<file path="config.mk">
export PLATFORM = sky130hd
export DESIGN_NAME = pipe_stage_chain_flat
export DESIGN_NICKNAME = d
export VERILOG_FILES = /design/src/rtl/pipe_stage_chain_if.sv /design/src/rtl/pipe_stage_chain.sv /design/src/flat_wrapper.sv
export SDC_FILE = /design/constraint.sdc
export NUM_CORES = 1
export LEC_CHECK = 0
export ABC_AREA = 0
export CORE_UTILIZATION = 38
export DETAILED_ROUTE_END_ITERATION = 10
export GPL_TIMING_DRIVEN = 0
export PLACE_DENSITY = 0.76
export REMOVE_ABC_BUFFERS = 1
export SLEW_MARGIN = 30
export SYNTH_ARGS = -nofsm -noshare
export SYNTH_HDL_FRONTEND = slang
export SYNTH_SLANG_ARGS = --single-unit
</file>
<file path="constraint.sdc">
create_clock -name clk -period 1.7 [get_ports clk]
set_clock_uncertainty 0.15 [all_clocks]
set_input_delay 0.17 -clock clk [delete_from_list [all_inputs] [get_ports clk]]
set_output_delay 0.17 -clock clk [all_outputs]
set_load 0.02 [all_outputs]
</file>
<file path="src/rtl/pipe_stage_chain_if.sv">
// Handshake bundle for pipe_stage_chain.
// Signals:
//   in_valid/in_data/in_ready     upstream valid/ready channel into stage 0
//   out_valid/out_data/out_ready  downstream valid/ready channel from the last stage
//   hold                          stall request, freezes every stage
//   flush                         kill request, empties the chain on the next edge
//   occupancy                     registered count of valid stages
// Modports: master = the side driving stimulus and consuming results; slave = the chain itself.
interface pipe_stage_chain_if #(
  parameter int unsigned WIDTH = 64,
  parameter int unsigned DEPTH = 1
);
  localparam int unsigned OccW = $clog2(DEPTH + 1);

  logic             in_valid;
  logic [WIDTH-1:0] in_data;
  logic             in_ready;
  logic             out_valid;
  logic [WIDTH-1:0] out_data;
  logic             out_ready;
  logic             hold;
  logic             flush;
  logic [OccW-1:0]  occupancy;

  modport master (
    output in_valid, in_data, out_ready, hold, flush,
    input  in_ready, out_valid, out_data, occupancy
  );

  modport slave (
    input  in_valid, in_data, out_ready, hold, flush,
    output in_ready, out_valid, out_data, occupancy
  );
endinterface

</file>
<file path="src/rtl/pipe_stage_chain.sv">
// Parametrised pipeline register chain with per-stage valid bits, valid/ready flow control,
// stall (hold), flush and bubble collapsing.
// Ports:
//   clk          clock, all state updates on posedge
//   rst_n        asynchronous active-low reset, clears valid bits, payload and occupancy
//   bus          pipe_stage_chain_if.slave handshake bundle (in_*, out_*, hold, flush, occupancy)
//   stall_cnt_o  (PIPE_STAGE_STATS_EN only) saturating count of held cycles with work in flight
//   flush_cnt_o  (PIPE_STAGE_STATS_EN only) saturating count of flush cycles that killed work
// Optional feature macro: PIPE_STAGE_STATS_EN adds the two statistics counters.
module pipe_stage_chain #(
  parameter int unsigned WIDTH       = 64,
  parameter int unsigned DEPTH       = 1,
  parameter bit          ZERO_BUBBLE = 1'b1
) (
  input  logic                clk,
  input  logic                rst_n,
  pipe_stage_chain_if.slave   bus
`ifdef PIPE_STAGE_STATS_EN
  ,
  output logic [31:0]         stall_cnt_o,
  output logic [31:0]         flush_cnt_o
`endif
);

  localparam int unsigned OccW = $clog2(DEPTH + 1);

  if (DEPTH < 1 || DEPTH > 8) begin : g_depth_check
    $error("pipe_stage_chain: DEPTH must be in 1..8");
  end

  logic [DEPTH-1:0] v_q, v_d;
  logic [WIDTH-1:0] d_q [DEPTH];
  logic [WIDTH-1:0] d_d [DEPTH];
  logic [OccW-1:0]  occ_q, occ_d;

  logic [DEPTH-1:0] rdy;
  logic [DEPTH-1:0] src_v;
  logic [WIDTH-1:0] src_d [DEPTH];

  // Stage i may load when not held and either it is empty (bubble collapse) or the stage ahead
  // frees up this cycle. A running accumulator avoids a vector that feeds back on itself.
  always_comb begin
    logic acc;
    acc = bus.out_ready;
    rdy = '0;
    for (int i = DEPTH - 1; i >= 0; i--) begin
      acc    = !bus.hold && (!v_q[i] || acc);
      rdy[i] = acc;
    end
  end

  always_comb begin
    src_v[0] = bus.in_valid;
    src_d[0] = bus.in_data;
    for (int i = 1; i < DEPTH; i++) begin
      src_v[i] = v_q[i-1];
      src_d[i] = d_q[i-1];
    end
  end

  always_comb begin
    v_d = v_q;
    for (int i = 0; i < DEPTH; i++) begin
      d_d[i] = d_q[i];
    end
    if (bus.flush) begin
      // Flush beats hold: every stage is killed regardless of stall.
      v_d = '0;
      for (int i = 0; i < DEPTH; i++) begin
        d_d[i] = ZERO_BUBBLE ? '0 : d_q[i];
      end
    end else begin
      for (int i = 0; i < DEPTH; i++) begin
        if (rdy[i]) begin
          v_d[i] = src_v[i];
          d_d[i] = (ZERO_BUBBLE && !src_v[i]) ? '0 : src_d[i];
        end
      end
    end
  end

  always_comb begin
    occ_d = '0;
    for (int i = 0; i < DEPTH; i++) begin
      occ_d = occ_d + OccW'(v_d[i]);
    end
  end

  always_ff @(posedge clk or negedge rst_n) begin
    if (!rst_n) begin
      v_q   <= '0;
      occ_q <= '0;
      for (int i = 0; i < DEPTH; i++) begin
        d_q[i] <= '0;
      end
    end else begin
      v_q   <= v_d;
      occ_q <= occ_d;
      for (int i = 0; i < DEPTH; i++) begin
        d_q[i] <= d_d[i];
      end
    end
  end

  // Input presented during a flush cycle is dropped, so stage 0 must not signal acceptance.
  assign bus.in_ready  = rdy[0] && !bus.flush;
  assign bus.out_valid = v_q[DEPTH-1];
  assign bus.out_data  = d_q[DEPTH-1];
  assign bus.occupancy = occ_q;

`ifdef PIPE_STAGE_STATS_EN
  logic [31:0] stall_cnt_q, flush_cnt_q;
  logic        busy;

  assign busy = (occ_q != '0);

  always_ff @(posedge clk or negedge rst_n) begin
    if (!rst_n) begin
      stall_cnt_q <= '0;
      flush_cnt_q <= '0;
    end else begin
      if (bus.hold && !bus.flush && busy && (stall_cnt_q != 32'hFFFF_FFFF)) begin
        stall_cnt_q <= stall_cnt_q + 32'd1;
      end
      if (bus.flush && busy && (flush_cnt_q != 32'hFFFF_FFFF)) begin
        flush_cnt_q <= flush_cnt_q + 32'd1;
      end
    end
  end

  assign stall_cnt_o = stall_cnt_q;
  assign flush_cnt_o = flush_cnt_q;
`endif

endmodule
</file>
<file path="src/flat_wrapper.sv">
// flat-port wrapper written by rule: the top's interface ports become plain ports
module pipe_stage_chain_flat 
#(
  parameter int unsigned WIDTH       = 64,
  parameter int unsigned DEPTH       = 1,
  parameter bit          ZERO_BUBBLE = 1'b1
)
  (clk, rst_n, bus_in_valid, bus_in_data, bus_out_ready, bus_hold, bus_flush, bus_in_ready, bus_out_valid, bus_out_data, bus_occupancy);
  pipe_stage_chain_if #(.WIDTH(WIDTH), .DEPTH(DEPTH)) bus_i ();
  input  logic clk;
  input  logic rst_n;
  input wire logic [$bits(bus_i.in_valid)-1:0] bus_in_valid;
  input wire logic [$bits(bus_i.in_data)-1:0] bus_in_data;
  input wire logic [$bits(bus_i.out_ready)-1:0] bus_out_ready;
  input wire logic [$bits(bus_i.hold)-1:0] bus_hold;
  input wire logic [$bits(bus_i.flush)-1:0] bus_flush;
  output wire logic [$bits(bus_i.in_ready)-1:0] bus_in_ready;
  output wire logic [$bits(bus_i.out_valid)-1:0] bus_out_valid;
  output wire logic [$bits(bus_i.out_data)-1:0] bus_out_data;
  output wire logic [$bits(bus_i.occupancy)-1:0] bus_occupancy;
  assign bus_i.in_valid = bus_in_valid;
  assign bus_i.in_data = bus_in_data;
  assign bus_i.out_ready = bus_out_ready;
  assign bus_i.hold = bus_hold;
  assign bus_i.flush = bus_flush;
  assign bus_in_ready = bus_i.in_ready;
  assign bus_out_valid = bus_i.out_valid;
  assign bus_out_data = bus_i.out_data;
  assign bus_occupancy = bus_i.occupancy;
  pipe_stage_chain #(.WIDTH(WIDTH), .DEPTH(DEPTH), .ZERO_BUBBLE(ZERO_BUBBLE)) u_core (.clk(clk), .rst_n(rst_n), .bus(bus_i));
endmodule
</file>
==> results_dict.tcl <==
set metrics [dict create \
    vias 1828 \
    drc 0 \
    crit_start "u_core.bus.out_valid" \
    grt_max_degree 66 \
    postLayoutCellArea_um2 3990 \
    drt_wl_total_um 5730 \
    finalHoldViolations 0 \
    drv_cap 0 \
    via_per_inst 4.95 \
    synth_xor_xnor_area_share_pct 0 \
    power.leakage_nw 1.80 \
    cp.arrival_ns 1.77 \
    die_y_um 81.3 \
    synthSimpleGateAreaFrac_pct 1.47 \
    clk_path_buf_depth 2 \
    fillCellCount 448 \
    io_buffers 136 \
    seq_area_frac_synth_pct 68.0 \
    synth_cells 151 \
    hpwl_um 3990 \
    post-route-period-util_pct 97.8 \
    wl_met3_um 529 \
    core_um2 5990 \
    htreeDepth 3 \
    fmax_mhz 601 \
    clk_pin_slew_ns 0.07 \
    layoutNonFillerInstCount 369 \
    setup_viol_count_final 0 \
    dieArea_um2 6610 \
    yosysWarnings 0 \
    worstSetupStartpointType "flop" \
    r2r_cells 3 \
    ys_ff_latch 65 \
    grt.total_usage_pct 17.8 \
    floorplan.rows 28 \
    period_needed_ns 1.66 \
    grt_pass1_wl_um 8690 \
    worstMarginPinSlew_ns 0.707 \
    wl_met2_um 2790 \
    synth_top_family_by_area "compound AO/OA/AOI/OAI gates" \
    io_pins 137 \
    crit_buf_inv 0 \
    ant_nets 0 \
    crit_type "flop to flop" \
    rr_startpoint "u_core.bus.out_valid" \
    ir_drop_mv 0.500 \
    dp_cells 351 \
    crit_chain "nand2b_4 -> and3_4 -> a22o_1" \
    hold_class "input pin to async pin" \
    cpPeakStageDelay_ns 0.63 \
    ys_types 12 \
    wl_per_cell_um 15.5 \
    synth_fa_ha_area_share_pct 0 \
    drive_gt1_share_pct 8.16 \
    cts-root-buf "clkbuf_8" \
    cts_buffers 9 \
    wl_met1_um 2360 \
    antenna_found_initial 0 \
    synthMuxAreaShare_pct 0 \
    cp_max_fo 65 \
    fin_nets 359 \
    slowest_stage "and3_4" \
    cts_sinks 65 \
    highest_layer "met4" \
    start_util_pct 39.9 \
    critPathCaptureType "flop" \
    critPathTopFamily "simple AND/OR/NAND/NOR gates" \
    die_width_um 81.3 \
    cp_num_cells 3 \
    max_slew_margin_pct 52.8 \
    first_pass_iters 4 \
    cp_data_required_time_ns 1.81 \
    fin_util_pct 66.6 \
    synthToLayoutAreaGrowth_pct 66.9 \
    rsz0062_at_grt "true" \
    grt_pass1_vias 1856 \
    diodes 0 \
    drv_slew 0 \
    drt_iter0_drc 81 \
    overflow 0 \
    status "finished clean" \
    clk_latency_ns 0.32 \
    synth_area_um2 2390 \
    placed_cell_area_um2 3770 \
    p_per_area_nw_per_um2 893 \
    cts_tree "done" \
    gp_congestion 0.692 \
    synth-compound-area-share_pct 24.1 \
    avgSynthCellArea_um2 15.8 \
]
state kept, by name, indices dropped and copies added, names as in the netlist:
| register | count |
|---|---|
| u_core.bus.out_data | 64 |
| u_core.bus.out_valid | 1 |
path summary, 6_finish.rpt:
kind,to,slack [ns]
max in group asynchronous,u_core.bus.out_data[38],0.68
hold / removal,u_core.bus.out_data[3],0.19
setup reg to reg,u_core.bus.out_data[18],0.04
setup / recovery,u_core.bus.out_data[18],0.04
hold reg to reg,u_core.bus.out_data[38],0.35
min in group clk,u_core.bus.out_data[3],0.28
timing repair:
item	in CTS	in global routing
gates resized for setup	3	0
endpoints found under the hold margin	34	0
endpoints found under the setup margin	27	35
pin swaps	1	12
hold buffers	1	0
setup buffers	1	0
cells in the final DEF (no fill, tap or decap):
| master | n |
|---|---|
| clkdlybuf4s50_1 | 132 |
| dfrtp_1 | 65 |
| a22o_1 | 64 |
| clkbuf_8 | 9 |
| clkinv_2 | 3 |
| buf_8 | 3 |
| dlygate4sd2_1 | 3 |
| bufinv_16 | 2 |
| buf_4 | 2 |
| nand2b_4 | 1 |
| nor2_1 | 1 |
| and2_1 | 1 |
| inv_1 | 1 |
| a21oi_4 | 1 |
| and3_4 | 1 |
| a21o_1 | 1 |
| clkinvlp_4 | 1 |
| clkbuf_1 | 1 |
| dlygate4sd3_1 | 1 |
| buf_12 | 1 |
through the flow:
step	setup WS (ns)	hold slack, ns	power [mW]	setup TNS [ns]
5_1_grt	-0.0131	0.233	3.72	-0.165
4_1_cts	0.0377	0.182	3.61	0
6_report	0.0369	0.193	3.56	0
3_3_place_gp	-1.79	0.338	2.19	-230.83
3_5_place_dp	-0.408	0.00176	2.21	-16.95
2_1_floorplan	-0.879	-0.276	1.84	-57.11
report_power, final:
group          total (mW)  internal (mW)  switching [mW]  leakage [nW]
Combinational       0.538          0.309           0.230         0.811
Sequential           1.64           1.61          0.0337         0.887
Clock                1.38          0.818           0.566         0.106
Total                3.56           2.73           0.829          1.80
routing by layer:
layer	vias to the layer above	track usage, %
met5	-	0
met4	0	8.04
met3	6	5.51
met2	81	29.1
met1	886	21.5
li1	855	-
cells in the mapped netlist:
| master | count | area share, % |
|---|---|---|
| and3_4 | 1 | 0.47 |
| inv_1 | 1 | 0.16 |
| buf_2 | 2 | 0.42 |
| a21oi_2 | 1 | 0.37 |
| a21o_1 | 1 | 0.31 |
| nand2b_4 | 1 | 0.58 |
| buf_4 | 2 | 0.63 |
| and2_1 | 1 | 0.26 |
| buf_6 | 11 | 5.2 |
| nor2_1 | 1 | 0.16 |
| a22o_1 | 64 | 23 |
| dfrtp_1 | 65 | 68 |
kinds of logic (layout without fill, tap and decap cells):
| kind of cell | after synthesis | in the layout |
|---|---|---|
| AND/OR/NAND/NOR | 4 | 4 |
| AO/OA/AOI/OAI | 66 | 66 |
| buffers and inverters | 16 | 159 |
| flip-flops | 65 | 65 |
area by class of cell:
| type | instances | area (um2) | share of cell area (%) |
|---|---|---|---|
| timing repair buffer | 142 | 1440 | 36.0 |
| inverter | 1 | 3.75 | 0.0940 |
| tap | 75 | 93.8 | 2.35 |
| sequential | 65 | 1630 | 40.8 |
| clock buffer | 10 | 128 | 3.20 |
| clock inverter | 6 | 82.6 | 2.07 |
| multi-input combinational | 70 | 619 | 15.5 |
No activity file was read; power rests on OpenSTA's default activity.
